File: src/rtl/systolic_pkg.sv
// Shared types and helpers for the systolic array edge feeders.
package systolic_pkg;

  typedef enum logic [1:0] {
    ST_IDLE   = 2'd0,
    ST_STREAM = 2'd1,
    ST_DRAIN  = 2'd2
  } feeder_state_t;

  // Base bit index of lane r inside a packed vector of WIDTH-bit lanes.
  function automatic int lane_lsb(input int r, input int width);
    return r * width;
  endfunction

endpackage

File: src/rtl/skew_delay_line.sv
// Fixed-depth shift register carrying one lane's data and its valid bit.
module skew_delay_line #(
  parameter int WIDTH = 8,
  parameter int DEPTH = 1
) (
  input  logic             clk_i,
  input  logic             rst_i,
  input  logic [WIDTH-1:0] data_i,
  input  logic             valid_i,
  output logic [WIDTH-1:0] data_o,
  output logic             valid_o
);

  logic [WIDTH-1:0] r_data [DEPTH];
  logic [DEPTH-1:0] r_valid;

  always_ff @(posedge clk_i) begin
    if (rst_i) begin
      for (int i = 0; i < DEPTH; i++) begin
        r_data[i] <= '0;
      end
      r_valid <= '0;
    end else begin
      r_data[0]  <= data_i;
      r_valid[0] <= valid_i;
      for (int i = 1; i < DEPTH; i++) begin
        r_data[i]  <= r_data[i-1];
        r_valid[i] <= r_valid[i-1];
      end
    end
  end

  assign data_o  = r_data[DEPTH-1];
  assign valid_o = r_valid[DEPTH-1];

endmodule

File: src/rtl/systolic_west_skew_feeder.sv
// West-edge feeder: skews lane r by r+1 cycles and drains the skew after the
// last vector of a frame, pulsing done when the deepest lane emits it.
module systolic_west_skew_feeder
  import systolic_pkg::*;
#(
  parameter int WIDTH = 8,
  parameter int ROWS  = 4
) (
  input  logic                 clk_i,
  input  logic                 rst_i,
  input  logic                 in_valid_i,
  output logic                 in_ready_o,
  input  logic [ROWS*WIDTH-1:0] in_data_i,
  input  logic                 in_last_i,
  output logic [ROWS*WIDTH-1:0] west_o,
  output logic [ROWS-1:0]      lane_valid_o,
  output logic                 busy_o,
  output logic                 done_o
);

  localparam int CW = $clog2(ROWS + 1);

  feeder_state_t         r_state;
  feeder_state_t         w_state_next;
  logic [CW-1:0]         r_cnt;
  logic [CW-1:0]         w_cnt_next;
  logic                  r_done;
  logic                  r_busy;
  logic                  w_accept;
  logic [ROWS*WIDTH-1:0] w_lane_d;

  assign in_ready_o = (r_state != ST_DRAIN);
  assign w_accept   = in_valid_i && in_ready_o;
  // Bubbles enter as signed zero so downstream partial sums are untouched.
  assign w_lane_d   = w_accept ? in_data_i : '0;

  for (genvar g = 0; g < ROWS; g++) begin : g_lane
    skew_delay_line #(
      .WIDTH(WIDTH),
      .DEPTH(g + 1)
    ) u_dly (
      .clk_i  (clk_i),
      .rst_i  (rst_i),
      .data_i (w_lane_d[lane_lsb(g, WIDTH) +: WIDTH]),
      .valid_i(w_accept),
      .data_o (west_o[lane_lsb(g, WIDTH) +: WIDTH]),
      .valid_o(lane_valid_o[g])
    );
  end

  always_comb begin
    w_state_next = r_state;
    w_cnt_next   = r_cnt;
    case (r_state)
      ST_IDLE, ST_STREAM: begin
        if (w_accept && in_last_i) begin
          w_state_next = ST_DRAIN;
          w_cnt_next   = CW'(ROWS);
        end else if (w_accept) begin
          w_state_next = ST_STREAM;
        end else begin
          w_state_next = r_state;
        end
      end
      ST_DRAIN: begin
        w_cnt_next = r_cnt - CW'(1);
        if (r_cnt == CW'(1)) begin
          w_state_next = ST_IDLE;
        end else begin
          w_state_next = ST_DRAIN;
        end
      end
      default: begin
        w_state_next = ST_IDLE;
        w_cnt_next   = '0;
      end
    endcase
  end

  // done is registered one cycle ahead: it rises as the counter lands on 1.
  always_ff @(posedge clk_i) begin
    if (rst_i) begin
      r_state <= ST_IDLE;
      r_cnt   <= '0;
      r_done  <= 1'b0;
      r_busy  <= 1'b0;
    end else begin
      r_state <= w_state_next;
      r_cnt   <= w_cnt_next;
      r_done  <= (w_state_next == ST_DRAIN) && (w_cnt_next == CW'(1));
      r_busy  <= (w_state_next != ST_IDLE);
    end
  end

  assign done_o = r_done;
  assign busy_o = r_busy;

endmodule

File: config.mk
export PLATFORM = sky130hd
export DESIGN_NAME = systolic_west_skew_feeder
export DESIGN_NICKNAME = d
export VERILOG_FILES = /design/src/rtl/systolic_pkg.sv /design/src/rtl/skew_delay_line.sv /design/src/rtl/systolic_west_skew_feeder.sv
export SDC_FILE = /design/constraint.sdc
export NUM_CORES = 1
export LEC_CHECK = 0
export CAP_MARGIN = 25
export CORE_ASPECT_RATIO = 2
export CORE_UTILIZATION = 35
export CTS_CLUSTER_SIZE = 10
export DETAILED_ROUTE_END_ITERATION = 12
export MAX_ROUTING_LAYER = met4
export PLACE_DENSITY = 0.66
export SETUP_SLACK_MARGIN = 0.2
export SLEW_MARGIN = 10
export SYNTH_ARGS = -nofsm -noshare
export SYNTH_HDL_FRONTEND = slang
export SYNTH_HIERARCHICAL = 1
export SYNTH_SLANG_ARGS = --single-unit
File: constraint.sdc
create_clock -name clk_i -period 2.4 [get_ports clk_i]
set_input_delay 0.36 -clock clk_i [delete_from_list [all_inputs] [get_ports clk_i]]
set_output_delay 0.36 -clock clk_i [all_outputs]
set_load 0.01 [all_outputs]
; ---- After elaboration in Yosys (flattened, before gate mapping)
; Memories as Yosys holds them, arrays and structs flattened.
; Cells that the tools add are included.
[word_totals]
regBits = 17
ram_bits = 80
in_bits = 36
word_cells = 56
mem_count = 4
[op_classes]
add_sub_neg = 1
eq_ne = 6
n_mux = 21
n_bitwise = 9
n_reduce_logical = 7
[memory_table]
columns = memory, words, width, read_ports, rd_ports_with_merged_regs, wr, line_no
row1 = g_lane[3].u_dly.r_data, 4, 8, 4, 0, 4, skew_delay_line.sv:14  ; logic [WIDTH-1:0] r_data [DEPTH];
row2 = g_lane[2].u_dly.r_data, 3, 8, 3, 0, 3, skew_delay_line.sv:14
row3 = g_lane[1].u_dly.r_data, 2, 8, 2, 0, 2, skew_delay_line.sv:14
row4 = g_lane[0].u_dly.r_data, 1, 8, 1, 0, 1, skew_delay_line.sv:14
[op_table]
columns = op, n
row1 = $mux 8, 10
row2 = $mux 32, 1
row3 = $or 1x1->1, 9
row4 = $reduce_or 8->1, 1
row5 = $eq 3x1->1 const B, 2
row6 = $mux 2, 3
row7 = $pmux 3 s2, 1
row8 = $eq 2x2->1 const B, 2
row9 = $mux 1, 4
row10 = $pmux 2 s2, 1
row11 = $logic_and 1x1->1, 3
row12 = $mux 3, 1
row13 = $sub 3x1->3 const B, 1
row14 = $eq 2x1->1 const B, 1
row15 = $logic_not 2->1, 1
row16 = $ne 2x2->1 const B, 1
row17 = $reduce_bool 2->1, 1
row18 = $reduce_or 2->1, 1

; ---- Depth between registers and ports, before layout
; Gate-level depths: netlist of run 1.
[logic_depth]
depth_word = 7
depth_mapped = 5
ltp_nobuf = 5

; ---- Cells and area by module
; Netlist of run 1, hierarchy kept.
[modules_own_cells]
columns = mod, n_inst, cells_each, area_each_um2
row1 = skew_delay_line (g_lane[3].u_dly), 1, 75, 994.7
row2 = skew_delay_line (g_lane[2].u_dly), 1, 64, 809.5
row3 = systolic_west_skew_feeder, 1, 74, 566.8
row4 = skew_delay_line (g_lane[1].u_dly), 1, 45, 549.3
row5 = skew_delay_line (g_lane[0].u_dly), 1, 18, 236.5

; ---- Worst setup path before layout of run 1
; Ideal clock, no wire load.
[synth_timing]
path_type = reg-to-reg
startpoint = register r_cnt[0]
endpoint = register r_done, in the netlist done_o
arrival_time_ns = 1.165
required_ns = 2.270
setup_slack_ns = 1.105
stages_incl_launch_ff = 6
n_path_buf = 0
path_cell_list = dfxtp_1 > inv_1 > ha_1 > or3b_2 > o211ai_2 > a2111oi_2
[synth_between]
elab_chain_len = 5
elab_cells_between_ends = 9
[synth_lines]
columns = element, line_no
row1 = from (decl), systolic_west_skew_feeder.sv:25  ; logic [CW-1:0] r_cnt;
row2 = from (signal assigned), systolic_west_skew_feeder.sv:89  ; r_cnt <= w_cnt_next;
row3 = branches (longest 4 deep; another with $sub 3x1->3), n/a
row4 = $logic_and 1x1->1 *, systolic_west_skew_feeder.sv:90  ; r_done <= (w_state_next == ST_DRAIN) && (w_cnt_next == CW'(1));
row5 = to (signal assigned), systolic_west_skew_feeder.sv:90
row6 = to (decl), systolic_west_skew_feeder.sv:27  ; logic r_done;
; Mark *: on every way between the ends.
; A chain may end at the register's enable or synchronous reset.

; ---- Final worst setup path of run 1
[layout_timing]
startpoint = register r_state[0]
endpoint = output in_ready_o
[layout_between]
elab_chain_len = 1
[layout_lines]
columns = element, line_no
row1 = from (decl), systolic_west_skew_feeder.sv:23  ; feeder_state_t r_state;
row2 = from (signal assigned), systolic_west_skew_feeder.sv:88  ; r_state <= w_state_next;
row3 = $ne 2x2->1, systolic_west_skew_feeder.sv:32  ; assign in_ready_o = (r_state != ST_DRAIN);
row4 = to (decl), systolic_west_skew_feeder.sv:12  ; output logic in_ready_o,
; Every way passes these cells.

==> impl_metrics.toml, run 1 <==
[run_status]
status = "completed"

[setup_path]
slowest_delay_ns = 0.58
slowest_stage = "clkdlybuf4s50_1"
path_class = "register to output pin"
crit_required_ns = 2.04
path_cells = "and2b_4 > inv_2 > clkdlybuf4s50_1"
end_kind = "output pin"
worstPathMaxFanout = 13
startpoint_type = "register"
arrival_ns = 1.70

[floorplan]
core_area_sq_mm = 0.008708
die_w_um = 69.16
die_h_um = 136.3
start_util_pct = 36.25
placement_rows = 48
die-area_sq_mm = 0.009427
pin_count = 75

[detailed_routing]
wl_um = 5114
dr.pass1.iters = 4
num_vias = 1890
wl_per_cell_um = 11.62
drt-vias-per-instance = 4.295
postRouteAntennaNets = 0
drtIter0Drc = 95
drc_errors = 0

[cells_and_area]
final_util_pct = 47.44
area_delta_synth_final_pct = 30.88
design_area_sq_mm = 0.004131
fin_cells = 440
antenna-diode-count = 0
drive_gt1_share_pct = 10.59
final_cell_mix = "97 x dfxtp_1, 73 x clkdlybuf4s50_1, 70 x nor2b_1"
finalNetCount = 374
final_common_cell = "dfxtp_1"

[yosys]
yosys_warnings = 6
syn_inst = 276
ys_seq_elements = 97
ys_seq_area_share_pct = 61.51
syn-num-nets = 314
syn_area_sq_mm = 0.003157
avgSynthCellArea_sq_um = 11.44
synthDistinctLibCells = 27

[clock_tree]
cts_buffers = 9
insertion_delay_ns = 0.33
cts_resized = 0
cts_sinks = 97
clkTransAtPathRegs_ns = 0.06
hold_buffers = 0
cts.htree.levels = 3
clockBufferDepth = 2
cts-root-buf = "clkbuf_16"
cts_tree = "yes"
postCtsSetupRepairBufs = 0

[timing]
final.setup.worst_slack_ns = 0.3362
clock_skew_ns = 0.006787
rsz0062_at_grt = "no"
worst_pin_slew_ns = 0.3974
maxSlewViolCount = 0
setup_viol = 0
fmax_mhz = 484.6
post-route-period-util_pct = 85.99
hold_viol_final = 0
layout_min_cycle_time_ns = 2.064
setup_tns_ns = 0
max_slew_margin_pct = 73.43
worst_hold_slack_ns = 0.4300

[grt]
grt.overflow.total = 0
grt_pass1_wl_um = 8169
grt_start_max_net_pins = 77
globalRouteMet1Util_pct = 12.30
top_usage_layer = "met2"
groute.layer.met2.usage_pct = 18.72
track_usage_pct = 11.75
met3_usage_pct = 2.817
first_global_vias = 1763
antenna_found_initial = 0

[pwr]
powerDensity_mw_per_mm2 = 797.2
p_sw_share_pct = 20.40
leakagePower_nw = 1.727
p_total_mw = 3.294
comb_power_share_pct = 7.6
clockPowerShare_pct = 41.3
p_int_mw = 2.622
p_sw_uw = 671.9
vdd_drop_max_uv = 344.1
power.share.sequential_pct = 51.1

[placed_design]
gp_congestion = 0.7756
dp_slack_ns = 0.5403
placed_area_sq_mm = 0.003845
place_inst = 425
io_buffer_count = 74
dp_hpwl_um = 3464

[job]
maxCapViolCount = 0

[min_path]
hold_class = "input pin to register"
[cell type report]
cell class | count | area [sq um]
clock buffers | 11 | 232.7
fillers | 797 | 4577
well taps | 100 | 125.1
multi-input cells | 145 | 980.9
repair buffers | 78 | 778.2
inverters | 5 | 18.77
flip-flops and latches | 97 | 1942
clock inverters | 4 | 53.80
[power groups by stage]
| stage | Clock, mW | Sequential, mW | Combinational [mW] |
|---|---|---|---|
| final | 1.36 | 1.68 | 0.251 |
| after CTS | 1.41 | 1.68 | 0.254 |
| after global routing | 1.47 | 1.69 | 0.274 |
| after global placement | 0 | 1.72 | 0.244 |
| after floorplan | 0 | 1.72 | 0.133 |
| after detailed placement | 0 | 1.72 | 0.252 |
[cell usage after synthesis]
cell type | count | area, sq um
dfxtp_1 | 97 | 1942
nor2b_1 | 70 | 437.9
nor2_1 | 2 | 7.510
clkbuf_1 | 3 | 11.26
and2b_4 | 1 | 10.01
buf_6 | 5 | 56.30
or3b_2 | 1 | 8.760
and3_1 | 32 | 200.2
mux2i_1 | 1 | 10.01
or4bb_1 | 1 | 11.26
a2111oi_2 | 1 | 15.01
and2b_2 | 13 | 113.9
buf_2 | 2 | 10.01
a21oi_1 | 4 | 20.02
nand2_1 | 1 | 3.750
inv_1 | 4 | 15.01
o21ai_0 | 2 | 10.01
clkbuf_2 | 2 | 10.01
and2_1 | 2 | 12.51
nor3_1 | 1 | 5.000
ha_1 | 2 | 25.02
o211ai_1 | 1 | 7.510
o211ai_2 | 1 | 12.51
and2b_1 | 8 | 60.06
inv_2 | 1 | 3.750
o32a_1 | 1 | 10.01
buf_4 | 17 | 127.6
[sequential cells by signal, indices dropped and copies added (netlist names)]
signal / cells
r_cnt: 3
done_o: 1
g_lane.u_dly/r_data: 80
r_state: 2
g_lane.u_dly/valid_o: 1
g_lane.u_dly/r_valid: 9
busy_o: 1
[worst paths after layout]
path,cells after the start,to,slack (ns),from
setup / recovery,3,in_ready_o,0.34,r_state[0]
hold / removal,2,g_lane[2].u_dly/r_data[0][5],0.43,rst_i
setup reg to reg,5,g_lane[2].u_dly/r_valid[0],0.91,r_state[1]
hold reg to reg,1,g_lane[3].u_dly/r_data[1][2],0.43,g_lane[3].u_dly/r_data[0][2]
[worst max-delay path: cells and delay by family (launching register included)]
family / cells / cell delay, ns
buf+inv: 2 / 0.77
flops: 1 / 0.38
simple gates: 1 / 0.22
[per-layer routing]
| layer | wire, um | part of all wire [%] |
|---|---|---|
| met1 | 2098 | 41 |
| met2 | 2656 | 52 |
| met3 | 179 | 3.5 |
| met4 | 179 | 3.5 |
| met5 | 0 | 0 |
[cell families (layout without fill, tap and decap cells)]
logic type	count (synthesis)	after routing	share of synthesized area, %
multiplexers	1	1	0.3171
adder cells (fa/ha/maj)	2	2	0.7926
flip-flops	97	97	61.51
AO/OA/AOI/OAI	10	10	2.378
AND/OR/NAND/NOR	132	132	27.59
buffers and inverters	34	98	7.411
No activity file was read; power rests on OpenSTA's default activity.
==> run 2: changes to the inputs <==
--- a/config.mk
+++ b/config.mk
@@ -12,7 +12,7 @@
 export DETAILED_ROUTE_END_ITERATION = 12
 export MAX_ROUTING_LAYER = met4
 export PLACE_DENSITY = 0.66
-export SETUP_SLACK_MARGIN = 0.2
+export SETUP_SLACK_MARGIN = 0.1
 export SLEW_MARGIN = 10
 export SYNTH_ARGS = -nofsm -noshare
 export SYNTH_HDL_FRONTEND = slang
==> results of run 2 <==
Final layout, timing and power as in run 1 (identical DEF).
